File: config.mk
export PLATFORM = sky130hd
export DESIGN_NAME = prog_updown_counter
export DESIGN_NICKNAME = d
export VERILOG_FILES = /design/src/rtl/prog_updown_counter.sv
export SDC_FILE = /design/constraint.sdc
export NUM_CORES = 1
export LEC_CHECK = 0
export CORE_MARGIN = 10
export CORE_UTILIZATION = 48
export CTS_BUF_LIST = sky130_fd_sc_hd__clkbuf_4 sky130_fd_sc_hd__clkbuf_8 sky130_fd_sc_hd__clkbuf_16
export DETAILED_ROUTE_END_ITERATION = 16
export HOLD_SLACK_MARGIN = 0.06
export PLACE_DENSITY = 0.81
export SYNTH_ARGS = -nofsm -noshare
export SYNTH_HDL_FRONTEND = slang
export SYNTH_SLANG_ARGS = --single-unit
File: constraint.sdc
create_clock -name clk -period 2.45 [get_ports clk]
set_clock_uncertainty 0.1 [all_clocks]
set_input_delay 0.3675 -clock clk [delete_from_list [all_inputs] [get_ports clk]]
set_output_delay 0.3675 -clock clk [all_outputs]
set_load 0.02 [all_outputs]
File: src/rtl/prog_updown_counter.sv
// rtl/prog_updown_counter.sv - loadable up/down counter with modulus, prescaler, wrap/saturate, tc and compare
module prog_updown_counter #(
  parameter int WIDTH = 8,
  parameter int PSC_W = 4
) (
  input  logic             clk,
  input  logic             rst_n,
  input  logic             en,
  input  logic             load,
  input  logic [WIDTH-1:0] load_val,
  input  logic             up,
  input  logic             sat,
  input  logic [WIDTH-1:0] max_val,
  input  logic [PSC_W-1:0] prescale,
  input  logic [WIDTH-1:0] cmp_val,
  input  logic             oe,
  output logic [WIDTH-1:0] count_out,
  output logic             tc,
  output logic             cmp_match
);

  logic [WIDTH-1:0] cnt;
  logic [PSC_W-1:0] psc;
  logic             tc_q;
  logic             tick;
  logic             terminal;
  logic [WIDTH-1:0] cnt_next;

  // >= rather than == so that lowering prescale mid-period ticks on the next enabled cycle
  assign tick = en && (psc >= prescale);

  always_comb begin
    terminal = 1'b0;
    cnt_next = cnt;
    if (up) begin
      terminal = (cnt >= max_val);
      if (!terminal)  cnt_next = cnt + 1'b1;
      else if (sat)   cnt_next = max_val;
      else            cnt_next = '0;
    end else begin
      terminal = (cnt == '0);
      if (!terminal)  cnt_next = cnt - 1'b1;
      else if (sat)   cnt_next = '0;
      else            cnt_next = max_val;
    end
  end

  always_ff @(posedge clk) begin
    if (!rst_n) begin
      cnt  <= '0;
      psc  <= '0;
      tc_q <= 1'b0;
    end else if (load) begin
      cnt  <= load_val;
      psc  <= '0;
      tc_q <= 1'b0;
    end else begin
      tc_q <= 1'b0;
      if (tick) begin
        psc  <= '0;
        cnt  <= cnt_next;
        tc_q <= terminal;
      end else if (en) begin
        psc <= psc + 1'b1;
      end
    end
  end

  assign count_out = oe ? cnt : '0;
  assign tc        = tc_q;
  assign cmp_match = (cnt == cmp_val);

endmodule

==> impl_metrics.csv, run 1 <==
group,metric,value,unit
outcome,status,"complete, no violations",
yosys,ys_seq_area_share,16.7,%
clocking,clock_latency,0.29,ns
route,drtIter0Drc,179,
power_and_ir_drop,clkPwrFrac,18.4,%
timing,relSlewSlack,54.8,%
timing,min_period,2.39,ns
setup_path,crit_type,"in -> reg",
floorplanning,dieArea,5940,sq um
grt,track_usage,16.5,%
clocking,cts_sinks,13,
setup_path,cp_max_fo,6,
yosys,synth-edff-count,0,
yosys,yosysTopAreaCell,"dfxtp_1",
floorplanning,rows,20,
cells_and_area,fillerInstances,241,
yosys,synthFlopType,"dfxtp_1",
worst_hold_path,hold_path_class,"reg -> reg",
grt,grt_pass1_wl,8.31,mm
power_and_ir_drop,intPower,0.536,mW
route,wire_per_inst,16.6,microns
place,dpl_worst_slack,-0.317,ns
grt,grt_pass1_vias,1691,
yosys,syn_area,1560,sq um
power_and_ir_drop,leakage,0.977,nW
power_and_ir_drop,switching_power,0.334,mW
yosys,yosys-top-cells-count,"ha_1, inv_1, nand3_1, dfxtp_1, xnor2_1",
cells_and_area,antennaDiodeCount,0,
cells_and_area,synthToLayoutAreaGrowth,46.5,%
clocking,numCtsBuffers,3,
clocking,cts_tree,"yes",
timing,drv_slew,0,
cells_and_area,final_layout_size_suffix_gt1_share,18.0,%
cells_and_area,final_nets,318,
setup_path,regToRegSetupSlack,0.19,ns
worst_hold_path,holdCritStartpoint,"psc[3]",
setup_path,critical_path_arrival,2.51,ns
setup_path,timing.rr.start,"psc[0]",
route,routed_via_density,5.69,
timing,rsz0062_at_grt,"true",
power_and_ir_drop,seq_power_share,27.9,%
route,via_count,1765,
timing,max_freq,418,MHz
yosys,synthCells,201,
timing,finalCritPeriodShare,97.5,%
setup_path,end_kind,"flip-flop",
yosys,synth.area.top_cells,"dfxtp_1, ha_1, xnor2_1",
floorplanning,die_h,77.1,microns
timing,timing.final.ws_setup,0.0602,ns
grt,overflow,0,
place,gp_congestion,0.993,
timing,tightest_slew,0.676,ns
yosys,yosysTopAreaCellShare,16.7,%
grt,antenna_found_initial,0,
floorplanning,ios,45,
place,dpl.cell_count,305,
setup_path,cp-start-kind,"input pin",
power_and_ir_drop,cellPowerDensity,380,nW/um^2
yosys,avgSynthCellArea,7.77,sq um
timing,setup_tns,0,ns
timing,hold_violations,0,
grt,grt_max_degree,15,
floorplanning,start_util,50.8,%
route,routed_wl,5.13,mm
cells_and_area,final_cells,310,
flow_run,drv_cap,0,
setup_path,worstSetupStartpoint,"max_val[1]",
clocking,cts_buffer_depth,2,
clocking,cts-hold-fix-buffers,0,
timing,final-setup-viol-count,0,
yosys,ys_warn_count,0,
power_and_ir_drop,pwr-share-comb,53.7,%
clocking,clk_pin_slew,0.09,ns
floorplanning,coreArea,3080,sq um
clocking,h-tree-depth,1,
place,dp_hpwl,4.04,mm
setup_path,crit_required,2.57,ns
place,placement.io_buffers,44,
yosys,syn-num-nets,252,
route,ant_nets,0,
clocking,cts_root_buf,"clkbuf_4",
power_and_ir_drop,vdd_drop_max,0.263,mV
route,drc,0,
yosys,ys_ff_latch,13,
floorplanning,die_w,77.1,microns
yosys,synthArstFlopShare,0,%
yosys,synthDistinctLibCells,50,
power_and_ir_drop,p_sw_share,38.4,%
route,detail_route.first_pass.iterations,4,
[cell usage in the layout (no fill, tap or decap), types with 2 or more instances in the layout]
| cell type | instances |
|---|---|
| clkdlybuf4s50_1 | 43 |
| buf_4 | 27 |
| inv_1 | 16 |
| ha_1 | 16 |
| xnor2_1 | 13 |
| nand3_1 | 13 |
| dfxtp_1 | 13 |
| o21ai_0 | 12 |
| nand2_1 | 11 |
| and2_1 | 9 |
| nor2_1 | 9 |
| a21oi_1 | 6 |
| nand2b_1 | 5 |
| nand4_1 | 4 |
| a31oi_1 | 4 |
| o211ai_1 | 4 |
| clkbuf_4 | 4 |
| xor2_1 | 3 |
| mux2i_1 | 3 |
| a22oi_1 | 3 |
| and3_1 | 3 |
| a21o_1 | 2 |
| nand2_2 | 2 |
| nor2b_1 | 2 |
| and3_4 | 2 |
| o21a_1 | 2 |
| nor3_1 | 2 |
| o2111ai_1 | 2 |
| o31a_1 | 2 |
| a211o_1 | 2 |
| o311ai_2 | 2 |
| o311ai_0 | 2 |
[power by group through the flow]
| stage | registers (mW) | logic, mW | clock network (mW) |
|---|---|---|---|
| after floorplan | 0.242 | 0.257 | 0 |
| after global placement | 0.246 | 0.432 | 0 |
| after detailed placement | 0.247 | 0.438 | 0 |
| after CTS | 0.242 | 0.444 | 0.160 |
| after global routing | 0.245 | 0.505 | 0.168 |
| final | 0.243 | 0.467 | 0.160 |
[state kept, by name, summed over array words and instances, names as in the netlist]
signal  cells
psc         4
cnt         8
tc          1
[cell type report]
cell class / count / area [sq um] / share of cell area [%]
multi-input cells: 160 / 1210 / 53.1
well taps: 44 / 55.1 / 2.40
repair buffers: 72 / 666 / 29.1
flip-flops and latches: 13 / 260 / 11.4
inverters: 17 / 63.8 / 2.79
clock buffers: 4 / 30.0 / 1.31
[per-layer routing]
layer | track usage, % | routed length [microns] | up-vias
met5 | 0 | 0 | -
met4 | 4.93 | 99 | 0
met2 | 27.1 | 2480 | 77
li1 | - | - | 866
met1 | 20.9 | 2220 | 810
met3 | 3.61 | 326 | 12
[final timing paths]
path | endpoint | cells past startpoint
setup / recovery | cnt[3] | 9
hold / removal | psc[3] | 2
setup reg to reg | cnt[4] | 8
hold reg to reg | psc[3] | 2
[critical path, cell delays in order]
cell,delay [ns]
clkdlybuf4s50_1,0.47
inv_1,0.04
ha_1,0.30
nor2b_1,0.13
o211a_1,0.25
o311ai_4,0.39
nand3_2,0.18
a211o_1,0.29
o211ai_1,0.09
[kinds of logic (layout without fill, tap and decap cells)]
group | after synthesis | count (layout) | share of synthesized area (%)
adder cells (fa/ha/maj) | 16 | 16 | 12.8
XOR/XNOR | 16 | 16 | 8.97
AND/OR/NAND/NOR | 72 | 72 | 26.0
buffers and inverters | 28 | 93 | 8.09
flip-flops | 13 | 13 | 16.7
multiplexers | 3 | 3 | 1.92
AO/OA/AOI/OAI | 53 | 53 | 25.5
[metrics by stage]
step | hold slack, ns | cell area [sq um] | util, % | power [mW]
floorplan | 0.383 | 1560 | - | 0.499
global placement | 0.406 | 2210 | 71.8 | 0.678
detailed placement | 0.428 | 2210 | 71.8 | 0.685
CTS | 0.450 | 2250 | 73.0 | 0.846
global route | 0.460 | 2290 | 74.4 | 0.917
finish | 0.453 | 2290 | 74.4 | 0.869
[timing repair]
action / in CTS / in global routing
pin swaps: 0 / 8
endpoints found under the setup margin: 2 / 10
buffers inserted: 0 / 1
resized for setup: 2 / 8
Note: power is estimated with default switching activity, not from simulation.
==> run 2: changes to the inputs <==
--- a/config.mk
+++ b/config.mk
@@ -11,6 +11,7 @@
 export DETAILED_ROUTE_END_ITERATION = 16
 export HOLD_SLACK_MARGIN = 0.06
 export PLACE_DENSITY = 0.81
+export SETUP_SLACK_MARGIN = 0.4
 export SYNTH_ARGS = -nofsm -noshare
 export SYNTH_HDL_FRONTEND = slang
 export SYNTH_SLANG_ARGS = --single-unit
==> run 2 against run 1 <==
- sequential share of layout area decreased by 0.77 points
- sequential cell count unchanged
- critical endpoint is now cnt[2]
- power increased by 6.9%
==> impl_metrics.csv, run 2 (synthesis gave the netlist of run 1 again) <==
group,metric,value,unit
timing,drv_slew,0,
grt,grt_pass1_vias,1826,
setup_path,regToRegSetupSlack,0.15,ns
place,dp_hpwl,3.90,mm
power_and_ir_drop,leakage,1.06,nW
power_and_ir_drop,total_power,0.929,mW
route,detail_route.first_pass.iterations,4,
cells_and_area,fin_util,82.5,%
cells_and_area,layout_common_cells,"buf_4, clkdlybuf4s50_1, dlygate4sd2_1",
grt,overflow,0,
route,ant_nets,0,
floorplanning,ios,45,
timing,final-setup-viol-count,0,
flow_run,drv_cap,0,
timing,rsz0062_at_grt,"true",
floorplanning,coreArea,3080,sq um
timing,relSlewSlack,64.9,%
setup_path,crit_end,"cnt[2]",
setup_path,cp_max_fo,6,
place,placed_area,2190,sq um
floorplanning,dieArea,5940,sq um
floorplanning,die_h,77.1,microns
clocking,cts_buffer_depth,2,
route,routed_via_density,6.04,
cells_and_area,antennaDiodeCount,0,
worst_hold_path,hold_path_class,"reg -> reg",
route,drc,0,
cells_and_area,fillerInstances,199,
floorplanning,rows,20,
timing,hold_violations,0,
setup_path,crit_path_top_delay_cell,"dfxtp_2",
timing,finalCritPeriodShare,93.8,%
grt,grt_pass1_wl,9.18,mm
setup_path,worstPathCellList,"inv_2, ha_4, a31oi_1, nor2b_2, o311ai_4, buf_4, buf_6, nand3_4, a311oi_2, o21ai_1",
setup_path,cp-start-kind,"flip-flop",
setup_path,cpPeakStageDelay,0.34,ns
cells_and_area,largest_register_ffs,8,
cells_and_area,seq_area,269,sq um
setup_path,crit_type,"reg -> reg",
setup_path,timing.rr.start,"cnt[0]",
outcome,status,"complete, no violations",
cells_and_area,final_common_cell,"buf_4",
floorplanning,die_w,77.1,microns
setup_path,end_kind,"flip-flop",
cells_and_area,regMostFlops,"cnt",
place,placement.io_buffers,44,
clocking,clk_pin_slew,0.10,ns
route,via_count,1895,
route,wire_per_inst,19.5,microns
power_and_ir_drop,vdd_drop_max,0.297,mV
setup_path,critical_path_arrival,2.39,ns
clocking,numCtsBuffers,3,
cells_and_area,final_layout_size_suffix_gt1_share,30.4,%
setup_path,crit_required,2.54,ns
setup_path,rr_worst_depth,10,
route,drtIter0Drc,210,
clocking,cts_tree,"yes",
grt,antenna_found_initial,0,
clocking,h-tree-depth,1,
timing,max_freq,435,MHz
power_and_ir_drop,cellPowerDensity,366,nW/um^2
floorplanning,start_util,50.8,%
cells_and_area,multi_input_area,1450,sq um
setup_path,worstSetupStartpoint,"cnt[0]",
grt,track_usage,18.5,%
cells_and_area,fin_area,2540,sq um
grt,grt_max_degree,14,
place,gp_congestion,0.901,
clocking,clock_latency,0.30,ns
route,routed_wl,6.12,mm
timing,min_period,2.30,ns
clocking,cts_sinks,13,
timing,tightest_slew,0.522,ns
setup_path,r2r_end,"cnt[2]",
cells_and_area,final_nets,322,
cells_and_area,synthToLayoutAreaGrowth,62.4,%
clocking,cts_root_buf,"clkbuf_4",
-- run 2: changes by cell type in the layout (fill, tap and decap cells not counted), sizes merged --
cell	before	now
clkinv	1	2
dlymetal6s2s	1	0
clkdlybuf4s15	0	1
dlygate4sd2	0	14
clkbuf	4	3
clkdlybuf4s50	43	28
buf	28	33
-- run 2: critical path: cells and delay by family (launching register included) --
family / cells / cell delay (ns)
flops: 1 / 0.34
compound gates: 4 / 0.90
fa+ha+maj: 1 / 0.22
simple gates: 2 / 0.23
buf+inv: 3 / 0.39
-- run 2: metal layers --
| metal | share of wire [%] | GRT usage [%] | wire, microns |
|---|---|---|---|
| met3 | 7.3 | 3.85 | 448 |
| met1 | 39 | 23.0 | 2400 |
| met2 | 50 | 31.0 | 3050 |
| met4 | 3.6 | 5.47 | 218 |
| met5 | 0 | 0 | 0 |
-- run 2: how the worst min path moves through the flow --
stage / startpoint / to / slack (ns) / cells past startpoint
3_3_place_gp: psc[3] / psc[3] / 0.41 / 2
5_1_grt: max_val[1] / cnt[1] / 0.50 / 4
3_5_place_dp: psc[3] / psc[3] / 0.42 / 2
6_report: psc[3] / psc[3] / 0.45 / 2
2_1_floorplan: psc[3] / psc[3] / 0.38 / 2
4_1_cts: psc[3] / psc[3] / 0.44 / 2
-- run 2: what timing repair did --
action,4_1_cts,5_1_grt
pin swaps,24,10
buffers inserted,4,4
hold buffers,0,0
gates cloned,0,0
gates resized for setup,54,20
setup endpoints to repair,22,10
-- run 2: stage by stage --
stage	hold WS, ns	setup TNS, ns	std cells	setup WS [ns]
global route	0.503	0	314	0.119
global placement	0.413	-1.72	302	-0.376
detailed placement	0.419	-2.00	302	-0.375
CTS	0.439	0	310	0.245
finish	0.445	0	314	0.151
floorplan	0.383	0	201	0.436
-- run 2: power by group --
group / internal, mW / total, mW / leakage (nW) / switching, mW
registers: 0.227 / 0.250 / 0.108 / 0.0229
logic: 0.256 / 0.532 / 0.933 / 0.275
clock network: 0.0609 / 0.148 / 0.0177 / 0.0869
-- run 2: layout make-up --
| class | instances | share of cell area [%] |
|---|---|---|
| Multi-Input combinational cell | 160 | 56.9 |
| Timing Repair Buffer | 76 | 26.7 |
| Sequential cell | 13 | 10.6 |
| Inverter | 17 | 2.51 |
| Tap cell | 44 | 2.17 |
| Clock buffer | 3 | 0.887 |
| Clock inverter | 1 | 0.197 |
==> run 3: changes to the inputs <==
--- a/config.mk
+++ b/config.mk
@@ -11,6 +11,7 @@
 export DETAILED_ROUTE_END_ITERATION = 16
 export HOLD_SLACK_MARGIN = 0.06
 export PLACE_DENSITY = 0.81
+export REMOVE_ABC_BUFFERS = 1
 export SETUP_SLACK_MARGIN = 0.4
 export SYNTH_ARGS = -nofsm -noshare
 export SYNTH_HDL_FRONTEND = slang
==> run 3 against run 2 <==
- global-route usage increased by 1.1 points
- die area unchanged
- cell area increased by 3.2%
- clock power increased by 5%
==> impl_metrics.csv, run 3 (synthesis gave the netlist of run 1 again) <==
group,metric,value,unit
route,routed_via_density,6.36,
clocking,cts_tree,"yes",
place,gp_congestion,1.00,
cells_and_area,fillerInstances,174,
route,ant_nets,0,
power_and_ir_drop,p_sw_share,42.9,%
setup_path,crit_type,"reg -> reg",
setup_path,worstSetupStartpoint,"cnt[1]",
clocking,cts_buffer_depth,2,
setup_path,crit_end,"cnt[3]",
floorplanning,coreArea,3080,sq um
flow_run,drv_cap,0,
clocking,clk_pin_slew,0.10,ns
power_and_ir_drop,total_power,1.00,mW
floorplanning,ios,45,
setup_path,cp_max_fo,6,
grt,grt_pass1_wl,9.87,mm
route,via_count,2016,
clocking,h-tree-depth,1,
cells_and_area,synthToLayoutAreaGrowth,67.6,%
grt,grt_max_degree,15,
timing,tightest_slew,0.611,ns
route,drtIter0Drc,255,
place,placement.io_buffers,44,
timing,drv_slew,0,
clocking,cts-hold-fix-buffers,0,
power_and_ir_drop,intPower,0.571,mW
floorplanning,die_w,77.1,microns
outcome,status,"complete, no violations",
route,drc,0,
power_and_ir_drop,vdd_drop_max,0.279,mV
floorplanning,start_util,50.8,%
timing,min_period,2.28,ns
floorplanning,rows,20,
timing,finalCritPeriodShare,92.9,%
power_and_ir_drop,leakage,1.07,nW
power_and_ir_drop,clkPwrFrac,15.5,%
setup_path,rr_worst_depth,8,
cells_and_area,antennaDiodeCount,0,
grt,grt_pass1_vias,2020,
timing,setup_tns,0,ns
power_and_ir_drop,pwr-share-comb,59.6,%
grt,overflow,0,
grt,track_usage,19.6,%
cells_and_area,regMostFlops,"cnt",
floorplanning,die_h,77.1,microns
route,wire_per_inst,21.7,microns
route,detail_route.first_pass.iterations,5,
timing,rsz0062_at_grt,"true",
grt,antenna_found_initial,0,
cells_and_area,final_nets,325,
timing,hold_violations,0,
worst_hold_path,hold_path_class,"reg -> reg",
clocking,cts_root_buf,"clkbuf_4",
cells_and_area,largest_register_ffs,8,
setup_path,cp-start-kind,"flip-flop",
place,dp_hpwl,3.87,mm
floorplanning,dieArea,5940,sq um
clocking,clock_latency,0.30,ns
setup_path,regToRegSetupSlack,0.17,ns
power_and_ir_drop,seq_power_share,24.9,%
clocking,cts_sinks,13,
cells_and_area,fin_util,85.1,%
cells_and_area,layout_common_cells,"buf_4, clkdlybuf4s50_1, dlygate4sd2_1",
setup_path,timing.rr.start,"cnt[1]",
setup_path,r2r_end,"cnt[3]",
setup_path,critical_path_arrival,2.36,ns
cells_and_area,final_layout_size_suffix_gt1_share,34.8,%
clocking,numCtsBuffers,3,
setup_path,crit_required,2.54,ns
setup_path,end_kind,"flip-flop",
timing,final-setup-viol-count,0,
power_and_ir_drop,switching_power,0.429,mW
power_and_ir_drop,cellPowerDensity,382,nW/um^2
timing,relSlewSlack,58.9,%
timing,max_freq,439,MHz
cells_and_area,final_common_cell,"buf_4",
route,routed_wl,6.87,mm
run 3: cell types whose count changed in the layout (fill, tap and decap cells not counted), moves of 2 or more:
cell / previous run / this run
dfxtp_4: 2 / 0
nor3_2: 0 / 2
nor3_1: 2 / 0
ha_4: 6 / 8
ha_1: 10 / 8
a31oi_1: 3 / 1
a31oi_4: 1 / 3
buf_4: 29 / 31
buf_6: 2 / 4
dfxtp_2: 1 / 3
run 3: how the worst min path moves through the flow:
stage          slack, ns    from  depth (start not counted)      to
4_1_cts             0.45  psc[3]                          2  psc[3]
2_1_floorplan       0.38  psc[3]                          2  psc[3]
3_3_place_gp        0.40  psc[3]                          2  psc[3]
3_5_place_dp        0.42  psc[3]                          2  psc[3]
6_report            0.46  psc[3]                          2  psc[3]
5_1_grt             0.49  psc[3]                          2  psc[3]
run 3: layout make-up:
type,instances,area [sq um],area share [%]
multi-input cells,160,1500,57.4
repair buffers,79,701,26.8
flip-flops and latches,13,264,10.1
inverters,17,67.6,2.58
well taps,44,55.1,2.10
clock buffers,3,22.5,0.860
clock inverters,1,5.00,0.191
run 3: power groups by stage:
stage | clock network [mW] | logic [mW] | registers [mW]
2_1_floorplan | 0 | 0.215 | 0.265
3_3_place_gp | 0 | 0.419 | 0.247
3_5_place_dp | 0 | 0.426 | 0.247
4_1_cts | 0.150 | 0.504 | 0.247
5_1_grt | 0.164 | 0.620 | 0.250
6_report | 0.155 | 0.595 | 0.249
run 3: metrics by stage:
stage                     hold WS [ns]  std cells  setup WS, ns  area (sq um)
after detailed placement         0.423        304        -0.309          2190
after CTS                        0.447        312         0.257          2490
after floorplan                  0.383        190         0.312          1500
final                            0.463        317         0.174          2620
after global placement           0.403        304        -0.231          2190
after global routing             0.486        317         0.122          2620
run 3: what timing repair did:
action,4_1_cts,5_1_grt
endpoints found under the setup margin,22,10
pin swaps,26,9
buffers inserted,4,5
resized for setup,72,18
run 3: critical path: stages, from the launching register on:
cell	delay (ns)
dfxtp_2	0.34
buf_6	0.11
ha_4	0.24
nor2b_4	0.13
o211a_4	0.27
o311ai_4	0.39
nand3_4	0.24
a31oi_4	0.24
o211ai_1	0.12
run 3: routing by layer:
layer	vias up	GRT usage (%)	wire length, microns
met4	0	8.94	331
met1	921	23.2	2650
met5	-	0	0
met3	44	4.66	788
li1	873	-	-
met2	178	32.4	3100
==> edit: new RTL, settings of run 3 <==
Reset style: asynchronous (`rst_n`), changed in one clocked block.
--- a/src/rtl/prog_updown_counter.sv
+++ b/src/rtl/prog_updown_counter.sv
@@ -45,7 +45,7 @@
     end
   end
 
-  always_ff @(posedge clk) begin
+  always_ff @(posedge clk or negedge rst_n) begin
     if (!rst_n) begin
       cnt  <= '0;
       psc  <= '0;
Check against the original RTL: differs if rst_n is asserted again (counterexample within 4 cycles, from zero or initial values and one cycle with rst_n low); with rst_n held inactive, the same outputs for 4 cycles.
==> edit against run 3 <==
Synthesized area up 7.3%. Synthesized cell count up 4.0%. Sequential cell count unchanged. Utilization down 3.1 points. Setup slack worse by 78 ps. Count of clock-buffer cells in the layout unchanged. Largest cell class unchanged. Critical path depth up 1. Final area up 5.3%. Non-clock buffer count up 16. Sequential power up 7%. Routed wire length up 13%. Clock power up 6%. Total power up 2.7%. Critical path type unchanged.
==> edit: results (changes against run 3) <==
| Metric | Value |
|---|---|
| Vias per cell | 6.44 (+1.3%) |
| Routability cong. | 0.893 (-11%) |
| Ratio of cells with drive above 1 in the final layout | 0.352 (+0.00355) |
| Mux cell area share after synthesis | 0.00672 (-0.0125) |
| Worst path arrival time | 2510 ps (+150 ps) |
| Post-synth top flop | dfrtp_1 |
| M1 GR Usage | 0.261 (+0.0292) |
| PostCTS Resize Cnt | 43 (-40%) |
| GR Util met3 | 0.0405 (-0.00608) |
| CP endpoint | cnt[6] |
| GRT met2 Usage | 0.353 (+0.0294) |
| Tot GR Track Use | 0.213 (+0.0176) |
| Mean post-synth cell area | 8.02 µm² (+3.2%) |
| R2r endpoint | cnt[6] |
| Status | finished, final reports clean |
| DR WL met2 | 3550 µm (+14%) |
| Critical Path Source | psc[0] |
| DR iter-0 viols | 280 (+9.8%) |
| Synth cell count leaders | inv_1 (19), ha_1 (16), nor2_1 (14), dfrtp_1 (13), nor3_1 (13) |
| Synth Area in Compound Gates | 0.217 (-0.0382) |
| First-pass GRT wire length | 10800 µm (+9.2%) |
| Largest net degree at the start of global routing | 21 (+6) |
| Worst slack at placement | -299 ps (+10.1 ps) |
| Sequential share of the synthesized area | 0.194 (+0.0275) |
| Dpl hpwl | 4000 µm (+3.3%) |
| Synth area leaders | dfrtp_1 (19%), ha_1 (12%), xnor2_1 (6.3%) |
| Setup bufs post-CTS | 18 (+14) |
| Met3 Wirelength | 829 µm (+5.2%) |
[edit: changes by cell type in the layout (fill, tap and decap cells not counted), moves of 4 or more]
| cell | run 3 | this run |
|---|---|---|
| buf_4 | 31 | 46 |
| dfrtp_1 | 0 | 12 |
| nor3_1 | 0 | 11 |
| dfxtp_1 | 10 | 0 |
| o21ai_0 | 10 | 1 |
| a21oi_1 | 3 | 11 |
| nand3_1 | 11 | 3 |
| inv_1 | 10 | 14 |
[edit: area by class of cell]
class,count,area (µm²)
Clock buffer,3,22.5
Timing Repair Buffer,95,855
Fill cell,219,607
Clock inverter,1,5.00
Multi-Input combinational cell,162,1420
Sequential cell,13,327
Tap cell,46,57.6
Inverter,19,71.3
[edit: cells by family (layout without fill, tap and decap cells)]
family / after synthesis / in the layout
simple gates: 79 / 79
compound gates: 48 / 48
buf+inv: 34 / 118
xor+xnor: 18 / 18
fa+ha+maj: 16 / 16
flops: 13 / 13
mux: 1 / 1
[edit: how the worst min path moves through the flow]
stage	startpoint	end	slack (ps)	cells after the start
after global routing	rst_n	psc[3]	410	1
after CTS	rst_n	psc[3]	390	1
after global placement	psc[0]	psc[0]	480	2
after detailed placement	psc[3]	psc[3]	480	2
after floorplan	rst_n	cnt[0]	-30	0
final	rst_n	psc[3]	350	1
[edit: power breakdown]
part	total, mW	leakage, nW	switching [mW]	internal [mW]
combinational	0.596	1.00	0.300	0.296
clock	0.164	0.0177	0.103	0.0612
sequential	0.266	0.161	0.0349	0.231
[edit: worst reg2reg max path, delay by kind of cell (launching register included)]
family          cells  cell delay [ps]
compound gates      3              930
flops               1              420
simple gates        3              400
buf+inv             2              250
fa+ha+maj           1              200
